**config.mk**
```make
export PLATFORM = sky130hd
export DESIGN_NAME = pipe_stage_buf
export DESIGN_NICKNAME = d
export VERILOG_FILES = /design/src/rtl/pipe_stage_buf.sv
export SDC_FILE = /design/constraint.sdc
export NUM_CORES = 1
export LEC_CHECK = 0
export ABC_AREA = 1
export BUFFER_PORTS_ARGS = -buffer_cell sky130_fd_sc_hd__buf_2
export CAP_MARGIN = 30
export CORE_MARGIN = 2
export CORE_UTILIZATION = 50
export DETAILED_ROUTE_END_ITERATION = 8
export MAX_ROUTING_LAYER = met4
export PLACE_DENSITY = 0.76
export SLEW_MARGIN = 20
export SYNTH_ARGS = -nofsm -noshare
export SYNTH_HDL_FRONTEND = slang
export SYNTH_SLANG_ARGS = --single-unit
```
**constraint.sdc**
```tcl
create_clock -name clk -period 7.8 [get_ports clk]
set_clock_uncertainty 0.1 [all_clocks]
set_input_delay 0 -clock clk [delete_from_list [all_inputs] [get_ports clk]]
set_output_delay 0 -clock clk [all_outputs]
set_load 0.01 [all_outputs]
```
**src/rtl/pipe_stage_buf.sv**
```systemverilog
// pipe_stage_buf: DEPTH-entry elastic pipeline buffer with stall, flush and
// a saturating counter of entries discarded by flush. Control and data
// payloads travel together through a circular buffer.
module pipe_stage_buf #(
    parameter int DATA_W = 64,
    parameter int CTRL_W = 16,
    parameter int DEPTH  = 2,
    parameter int CNT_W  = $clog2(DEPTH + 1)
) (
    input  logic              clk,
    input  logic              rst,
    input  logic              stall,
    input  logic              flush,
    input  logic              in_valid,
    output logic              in_ready,
    input  logic [CTRL_W-1:0] in_ctrl,
    input  logic [DATA_W-1:0] in_data,
    output logic              out_valid,
    input  logic              out_ready,
    output logic [CTRL_W-1:0] out_ctrl,
    output logic [DATA_W-1:0] out_data,
    output logic [CNT_W-1:0]  count,
    output logic [15:0]       flush_drops
);

    localparam int PTR_W = $clog2(DEPTH);

    // Pointer advance with wrap at DEPTH-1, so non-power-of-two depths work.
    function automatic logic [PTR_W-1:0] ptr_inc(input logic [PTR_W-1:0] p);
        logic [PTR_W-1:0] nxt;
        if (p == PTR_W'(DEPTH - 1)) begin
            nxt = PTR_W'(0);
        end else begin
            nxt = p + PTR_W'(1);
        end
        return nxt;
    endfunction

    // Saturating 16-bit accumulate of a discarded-entry count.
    function automatic logic [15:0] sat_add16(input logic [15:0] acc,
                                              input logic [CNT_W-1:0] add);
        logic [16:0] sum;
        logic [15:0] res;
        sum = {1'b0, acc} + 17'(add);
        if (sum[16]) begin
            res = 16'hFFFF;
        end else begin
            res = sum[15:0];
        end
        return res;
    endfunction

    // Storage is deliberately unreset: validity comes only from count_q.
    logic [CTRL_W-1:0] ctrl_mem_q [DEPTH];
    logic [DATA_W-1:0] data_mem_q [DEPTH];

    logic [PTR_W-1:0] wr_ptr_q, wr_ptr_d;
    logic [PTR_W-1:0] rd_ptr_q, rd_ptr_d;
    logic [CNT_W-1:0] count_q,  count_d;
    logic [15:0]      drops_q,  drops_d;

    logic push_s;
    logic pop_s;
    logic out_valid_s;
    logic in_ready_s;

    // Handshake qualification; in_ready depends only on state and stall/flush.
    always_comb begin
        out_valid_s = (count_q != CNT_W'(0));
        in_ready_s  = rst && !stall && !flush && (count_q < CNT_W'(DEPTH));
        push_s      = in_valid && in_ready_s;
        pop_s       = out_valid_s && out_ready && !stall && !flush;
    end

    // Next-state for pointers, occupancy and the flush-drop counter.
    always_comb begin
        wr_ptr_d = wr_ptr_q;
        rd_ptr_d = rd_ptr_q;
        count_d  = count_q;
        drops_d  = drops_q;
        if (flush) begin
            wr_ptr_d = PTR_W'(0);
            rd_ptr_d = PTR_W'(0);
            count_d  = CNT_W'(0);
            drops_d  = sat_add16(drops_q, count_q);
        end else begin
            if (push_s) begin
                wr_ptr_d = ptr_inc(wr_ptr_q);
            end else begin
                wr_ptr_d = wr_ptr_q;
            end
            if (pop_s) begin
                rd_ptr_d = ptr_inc(rd_ptr_q);
            end else begin
                rd_ptr_d = rd_ptr_q;
            end
            case ({push_s, pop_s})
                2'b10:   count_d = count_q + CNT_W'(1);
                2'b01:   count_d = count_q - CNT_W'(1);
                default: count_d = count_q;
            endcase
        end
    end

    // Control state registers with asynchronous active-low reset.
    always_ff @(posedge clk or negedge rst) begin
        if (!rst) begin
            wr_ptr_q <= PTR_W'(0);
            rd_ptr_q <= PTR_W'(0);
            count_q  <= CNT_W'(0);
            drops_q  <= 16'h0000;
        end else begin
            wr_ptr_q <= wr_ptr_d;
            rd_ptr_q <= rd_ptr_d;
            count_q  <= count_d;
            drops_q  <= drops_d;
        end
    end

    // Payload write into the slot at the write pointer on an accepted push.
    always_ff @(posedge clk) begin
        if (push_s) begin
            ctrl_mem_q[wr_ptr_q] <= in_ctrl;
            data_mem_q[wr_ptr_q] <= in_data;
        end
    end

    // Present the head entry, or an all-zero bubble when empty.
    always_comb begin
        in_ready    = in_ready_s;
        out_valid   = out_valid_s;
        count       = count_q;
        flush_drops = drops_q;
        if (out_valid_s) begin
            out_ctrl = ctrl_mem_q[rd_ptr_q];
            out_data = data_mem_q[rd_ptr_q];
        end else begin
            out_ctrl = {CTRL_W{1'b0}};
            out_data = {DATA_W{1'b0}};
        end
    end

endmodule

```
* After elaboration in Yosys (flattened, before gate mapping) *
Memory sizes are Yosys's and may differ from the RTL's.
Index checks and enable logic that the tools add are counted.

word-level totals
  memories = 2
  logic and storage cells = 40
  RAM bits = 160
  output and inout port bits = 100
  flip-flop bits (word level) = 20
  bits of input ports = 86

memory list
  memory      words  bits a word  rd ports  clocked after Yosys merged registers in  wr ports  line  RTL
  data_mem_q  2      64           1         0                                        1         55    logic [DATA_W-1:0] data_mem_q [DEPTH];
  ctrl_mem_q  2      16           1         0                                        1         54    logic [CTRL_W-1:0] ctrl_mem_q [DEPTH];

operators by class
  reduce and logical (&&, ||, !) cells = 13
  equality and inequality tests = 2
  add/sub/neg operators = 5
  magnitude comparators = 1
  multiplexer cells = 13

operator list
  cell                   number
  $mux W64               1
  $mux W16               2
  $add A16 B2 Y17        1
  $mux W1                8
  $logic_and A1 B1 Y1    7
  $reduce_bool A2 Y1     3
  $pmux W2 S2            1
  $reduce_bool A3 Y1     1
  $add A1 B1 Y1 const B  2
  $add A2 B1 Y2 const B  1
  $eq A2 B1 Y1 const B   1
  $eq A2 B2 Y1 const B   1
  $logic_not A1 Y1       2
  $lt A2 B2 Y1 const B   1
  $mux W2                1
  $sub A2 B1 Y2 const B  1

* Depth between registers and ports, before layout *
Gate-level depths: netlist of run 1.

  word-level depth = 8
  gate-level depth with buffers = 11
  depth with buffers taken out = 11

* Worst setup path after synthesis of run 1 *
No wires, ideal clock.

  path type = flip-flop to flip-flop
  start point = register count_q[1] (netlist: count[1])
  end point = memory ctrl_mem_q[0][0] (enable)
  data required time = 7.180 ns
  setup time = 0.520 ns
  path slack = 2.957 ns
  arrival time = 4.224 ns
  path buffers = 0
  period minus slack after synthesis = 4.843 ns
  cell stages (with the launch flop) = 6
  cells stage by stage = dfrtp_1 -> inv_2 -> nand2_1 -> nor2_4 -> nand2_2 -> nor2_1

between the ends
  word-level cells in the longest chain between the ends = 5

RTL lines
  what                           line  RTL
  start, declared                59    logic [CNT_W-1:0] count_q, count_d;
  start signal, assigned         115   count_q <= count_d;
  $lt A2 B2 Y1                   70    in_ready_s = rst && !stall && !flush && (count_q < CNT_W'(DEPTH));
  $logic_and A1 B1 Y1            70
  named net in_ready             15    output logic in_ready,
  $logic_and A1 B1 Y1            71    push_s = in_valid && in_ready_s;
  $mux W1                        122   if (push_s) begin
  $mux W1 (not written as such)  123   ctrl_mem_q[wr_ptr_q] <= in_ctrl;
  end, declared                  54

The timed path passes the listed nets, and every way through them passes these cells.

* Worst setup path after layout of run 1 *
  start point = register rd_ptr_q
  end point = register rd_ptr_q

between the ends
  word-level cells in the longest chain between the ends = 4

RTL lines
  what                    line  RTL
  start, declared         58    logic [PTR_W-1:0] rd_ptr_q, rd_ptr_d;
  start signal, assigned  114   rd_ptr_q <= rd_ptr_d;
  $add A1 B1 Y1           34    nxt = p + PTR_W'(1);
  $mux W1 (*)             31    if (p == PTR_W'(DEPTH - 1)) begin
  $mux W1 (*)             92    if (pop_s) begin
  $mux W1 (*)             81    if (flush) begin

Every way passes the cells marked *; elsewhere a longest branch is shown, timed or not. The select of a mux whose other input is x is not followed.
A chain may end at the register's enable or synchronous reset.

==> qor.yml, run 1 <==
status: "finished, final reports clean"
antenna_found_initial: 0
insertion_delay_ns: 0.41
initial_utilization_pct: 51.43
clkTransAtPathRegs_ns: 0.07
final_util_pct: 69.87
maxCapViolCount: 0
p_clk_share_pct: 38.0
rsz0062_at_grt: "false"
drv_slew: 0
min_period_ns: 3.101
cts_tree: "built"
fillers: 958
p_comb_share_pct: 8.1
root_buffer: "clkbuf_16"
pwr_density_cell_nw_per_um2: 207.3
route.detailed.drc: 0
vias: 5460
synth_xor_area_share_pct: 0.4888
syn_inst: 590
pre_cts_slack_ns: 5.246
tightest_slew_ns: 0.9021
postLayoutSetupSlackWorst_ns: 4.699
finalSetupViolCount: 0
grt_pass1_wl_microns: 26520
syn2layout_area_growth_pct: 35.84
clock_path_buffers: 2
ir_drop_v: 0.0001461
rows: 43
cp.required_ns: 7.99
firstDrtPassIters: 5
drive_above_1_share_pct: 28.20
yosys_warnings: 0
via_per_inst: 5.170
final_nets: 952
routabilityCongestion: 0.8665
die_y_microns: 123.7
cts_setup_buffers: 0
final_antenna_net_count: 0
cts_resized: 0
switching_power_uw: 457.8
final_hold_viol_count: 0
internal_power_uw: 1560
htreeDepth: 4
port_buffers: 185
yosys.area_share.adder_pct: 0.6285
fmaxAchievable_ghz: 0.3224
synth.area.mux_share_pct: 0
routedWlPerCell_microns: 16.30
yosysSeqAreaShare_pct: 74.02
synth-compound-area-share_pct: 6.459
syn_area_sq_um: 7167
fin_setup_tns_ns: 0
synth-simple-area-share_pct: 15.29
p_seq_share_pct: 54.0
synth.net_count: 679
cp.arrival_ns: 3.30
slew_headroom_pct: 39.86
grt_pass1_vias: 5550
swShare_pct: 22.69
drt_iter0_drc: 313
grt_max_degree: 82
hpwl_microns: 10000
crit_path_end_kind: "flop"
cts_inserted_buffers: 17
wl_microns: 17220
dieWidth_microns: 123.7
period_share_pct: 39.76
path_max_fanout: 81
ioPinCount: 186
avgSynthCellArea_sq_um: 12.15
dieArea_sq_um: 15310
grt_overflow_total: 0
synth_cell_type_count: 29
antennaDiodeCount: 0
clock_sinks: 180
grt_usage_pct: 23.78
path_class: "reg -> reg"
core_area_sq_um: 13930
synth_top_family_by_area: "simple AND/OR/NAND/NOR gates"
leakagePower_uw: 0.004162
hold_path_class: "in -> reg"
start_kind: "flop"
ys_ff_latch: 180
==> critical path, stage by stage (launching register included) <==
cell and delay (ns):
dfrtp_2 0.35, buf_4 0.67, inv_2 0.53, buf_4 0.45, o21ai_0 0.23, a21oi_1 0.06
dlygate4sd3_1 0.57
==> final timing paths <==
path / start / slack, ns / depth (start not counted) / endpoint
worst max-delay path: rd_ptr_q / 4.70 / 6 / rd_ptr_q
worst max register to register: rd_ptr_q / 4.70 / 6 / rd_ptr_q
worst min register to register: flush_drops[14] / 0.47 / 2 / flush_drops[14]
worst min-delay path: in_data[51] / 0.20 / 2 / data_mem_q[0][51]
max in group asynchronous: rst / 6.66 / 4 / rd_ptr_q
min in group asynchronous: rst / 0.48 / 3 / flush_drops[5]
==> per-stage QoR <==
| step | power, uW | std cells | instance area, sq um | hold slack, ns |
|---|---|---|---|---|
| after global placement | 1226 | 933 | 8254 | -0.1256 |
| after detailed placement | 1235 | 935 | 8309 | -0.1194 |
| after global routing | 2083 | 1056 | 9736 | 0.1953 |
| after floorplan | 1168 | 590 | 7167 | -0.3956 |
| final | 2018 | 1056 | 9736 | 0.1970 |
| after CTS | 2023 | 1055 | 9724 | 0.1847 |
==> power by group through the flow <==
stage,registers (uW),clock network [uW],logic [uW]
2_1_floorplan,1110,0,55.7
3_3_place_gp,1110,0,119
3_5_place_dp,1110,0,125
4_1_cts,1090,774,160
5_1_grt,1090,812,180
6_report,1090,766,163
==> synthesized netlist by cell type <==
master	count	area [sq um]
nand2_1	204	765.7
edfxtp_1	160	4805
a21oi_1	82	410.4
inv_1	23	86.33
clkbuf_1	22	82.58
dfrtp_1	20	500.5
nor2_1	15	56.30
nand3_1	12	60.06
o21ai_0	6	30.03
inv_2	5	18.77
nand2_2	5	31.28
nand4_1	5	31.28
nand3_2	4	40.04
nor2_4	3	33.78
o21bai_1	3	22.52
xnor2_1	3	26.28
buf_1	2	7.510
buf_6	2	22.52
ha_1	2	25.02
nand2_4	2	22.52
or2_2	2	12.51
buf_2	1	5.000
fa_1	1	20.02
nand3_4	1	17.52
nand3b_1	1	7.510
nor2_2	1	6.260
nor3_1	1	5.000
or2_0	1	6.260
xor2_1	1	8.760
==> placed cells by master (no fill, tap or decap), types with 3 or more instances in the layout <==
cell           Yosys  final
edfxtp_1         160    160
clkinvlp_4         0      3
dfrtp_1           20     19
o21bai_1           3      3
clkinv_1           0      3
nand3_2            4      4
inv_2              5      5
inv_1             23     23
nand2_1          204    204
clkinv_4           0      3
nand2_2            5      5
nor2_1            15     13
nor2_4             3      5
nand3_1           12     12
dlygate4sd3_1      0     88
nand4_1            5      5
buf_2              1    185
a21oi_1           82     82
xnor2_1            3      3
o21ai_0            6      6
clkbuf_16          0     17
buf_4              0      5
==> sequential cells by signal, summed over array words and instances (netlist names) <==
signal       flops
count            2
ctrl_mem_q      32
data_mem_q     128
flush_drops     16
rd_ptr_q         1
wr_ptr_q         1
==> timing repair <==
action / 4_1_cts / 5_1_grt
setup endpoints to repair: 0 / 0
endpoints found under the hold margin: 188 / 0
hold buffers: 88 / 0
==> per-layer routing <==
metal	wire [microns]	up-vias	track usage (%)
li1	-	2577	-
met1	6518	2597	26.85
met2	8993	248	39.94
met3	1297	38	6.502
met4	405	0	10.16
met5	0	-	-
==> cell type report <==
cell class	instances	area, sq um	area share [%]
timing repair buffer	281	1911	19.62
clock buffer	18	429.2	4.408
multi-input combinational	355	1654	16.99
tap	180	225.2	2.313
sequential	180	5306	54.50
inverter	28	105.1	1.080
clock inverter	14	105.1	1.080
==> kinds of logic after synthesis <==
group                      after synthesis
buffers and inverters                   55
adders and majority gates                3
xor gates and xnor gates                 4
DFF                                    180
AOI/OAI and AO/OA                       91
and+or+nand+nor                        257
Note: power is estimated with default switching activity, not from simulation.
==> inputs of run 2 (changes only) <==
- ABC_AREA: 1 -> 0
- clock period: 7.8 -> 3.05 ns (I/O delays scaled with it)
==> run 2 against run 1 <==
  * Utilization decreased by 0.16 points
  * Critical path depth increased by 1
  * Critical endpoint is now flush_drops[14]
  * Via count decreased by 16%
  * Largest cell class unchanged
  * Sequential share of layout area increased by 0.58 points
  * Synthesized area decreased by 1.7%
==> qor.yml, run 2 <==
status: "finished, final reports clean"
p_seq_share_pct: 53.1
avgSynthCellArea_sq_um: 15.66
grt_max_degree: 46
fillers: 934
grt_pass1_vias: 4750
ir_drop_v: 0.0004243
wl_microns: 15250
hpwl_microns: 9130
period_share_pct: 82.65
ys_ff_latch: 180
grt_overflow_total: 0
ys_async_sr_fraction_pct: 11.11
switching_power_uw: 1139
port_buffers: 185
cts_tree: "built"
cts_inserted_buffers: 17
rows: 43
synth_edf_count: 160
syn_area_sq_um: 7047
place_area_sq_um: 8220
route.detailed.drc: 0
rsz0062_at_grt: "false"
cp.arrival_ns: 2.73
dieArea_sq_um: 15060
yosys_warnings: 0
hold_path_class: "in -> async"
final_common_cell: "buf_2"
syn2layout_area_growth_pct: 36.77
multi_input_area_sq_um: 1649
pwr_density_cell_nw_per_um2: 538.9
yosysSeqAreaShare_pct: 75.28
crit_path_end_kind: "flop"
swShare_pct: 21.93
regMostFlops: "data_mem_q"
whs_ns: 0.02163
maxCapViolCount: 0
yosysTopAreaCell: "edfxtp_1"
firstDrtPassIters: 4
htreeDepth: 4
fin_setup_tns_ns: 0
dpl.cell_count: 803
drive_above_1_share_pct: 31.53
synth_cell_type_count: 36
fmaxAchievable_ghz: 0.3967
final_hold_viol_count: 0
drv_slew: 0
seq_area_sq_um: 5309
p_clk_share_pct: 40.4
routedWlPerCell_microns: 16.60
clock_sinks: 180
leakagePower_uw: 0.003785
finalSetupViolCount: 0
path_class: "reg -> reg"
cts_setup_buffers: 0
core_area_sq_um: 13830
grt_pass1_wl_microns: 23070
tightest_slew_ns: 0.6956
path_max_fanout: 6
root_buffer: "clkbuf_16"
slew_headroom_pct: 53.63
dieWidth_microns: 122.7
final_cells: 919
insertion_delay_ns: 0.42
largest_reg_flops: 128
cp.required_ns: 3.26
via_per_inst: 5.011
mostFrequentLayoutCells: "buf_2 (185), edfxtp_1 (160), nor2_1 (85)"
die_y_microns: 122.7
synthFlopType: "edfxtp_1"
ys_top_cells_by_area: "edfxtp_1 (68%), mux2i_1 (12%), dfrtp_1 (7.1%)"
yosysMostFrequentCell: "edfxtp_1"
drt_iter0_drc: 251
final_nets: 815
syn_inst: 450
clkTransAtPathRegs_ns: 0.07
clock_path_buffers: 2
initial_utilization_pct: 50.96
start_kind: "flop"
final_antenna_net_count: 0
vias: 4605
synth.net_count: 539
ioPinCount: 186
synth_top_area_share_pct: 68.18
min_period_ns: 2.521
grt_usage_pct: 21.15
r2r_cells: 7
antennaDiodeCount: 0
p_comb_share_pct: 6.5
routabilityCongestion: 0.7910
final_area_sq_um: 9638
internal_power_uw: 4055
synth_commonest_cells: "edfxtp_1 (160), nor2_1 (87), mux2i_1 (81)"
antenna_found_initial: 0
## run 2: cell count changes after synthesis, moves of 11 or more
cell | previous run | this run
a21oi_1 | 82 | 4
clkbuf_1 | 22 | 11
inv_1 | 23 | 7
mux2i_1 | 0 | 81
nand2_1 | 204 | 18
nor2_1 | 15 | 87
## run 2: area by class of cell
class,instances,share of cell area (%)
sequential,180,55.08
timing repair buffer,277,19.21
inverter,7,0.2726
multi-input combinational,243,17.11
clock buffer,18,4.453
tap,180,2.337
clock inverter,14,1.532
## run 2: logic make-up (layout without fill, tap and decap cells)
group	Yosys count	count (layout)	share of synthesized area, %
adders and majority gates	3	3	0.6392
buffers and inverters	27	316	1.687
and+or+nand+nor	133	133	8.256
xor gates and xnor gates	10	10	1.243
DFF	180	180	75.28
muxes	82	82	11.67
AOI/OAI and AO/OA	15	15	1.225
## run 2: path summary, 6_finish.rpt
kind	start	to	slack [ns]
max in group asynchronous	rst	rd_ptr_q	2.59
hold / removal	rst	flush_drops[10]	0.02
setup / recovery	count[0]	flush_drops[14]	0.53
setup reg to reg	count[0]	flush_drops[14]	0.53
min in group clk	out_ready	count[0]	0.06
hold reg to reg	flush_drops[12]	flush_drops[12]	0.44
## run 2: stage by stage
step / power (uW) / util, % / setup slack (ns)
2_1_floorplan: 2917 / - / 0.1733
3_3_place_gp: 3049 / 59.45 / 0.5959
3_5_place_dp: 3064 / 59.45 / 0.5197
4_1_cts: 5234 / 69.70 / 0.5227
5_1_grt: 5367 / 69.70 / 0.3540
6_report: 5194 / 69.70 / 0.5293
## run 2: what timing repair did
item / 4_1_cts / 5_1_grt
endpoints found under the hold margin: 187 / 0
setup endpoints to repair: 0 / 0
gates resized for setup: 0 / 0
hold buffers: 84 / 0
## run 2: power groups by stage
| stage | combinational [uW] | sequential, uW | clock, uW |
|---|---|---|---|
| after global routing | 365 | 2760 | 2240 |
| final | 335 | 2760 | 2100 |
| after floorplan | 101 | 2820 | 0 |
| after CTS | 337 | 2760 | 2140 |
| after detailed placement | 250 | 2810 | 0 |
| after global placement | 239 | 2810 | 0 |
## run 2: metal layers
metal	vias to the layer above	global-route usage, %	part of all wire, %
li1	2201	-	-
met1	2251	24.03	40
met2	139	36.91	54
met3	14	4.740	4.4
met4	0	7.184	1.5
met5	-	-	0
## run 2: worst max-delay path, stage by stage, from the launching register on
cell and delay (ns):
dfrtp_1 0.46, ha_1 0.21, inv_1 0.06, fa_1 0.39, nand3b_1 0.20, or3_1 0.46, nor3_1 0.17, mux2_2 0.35
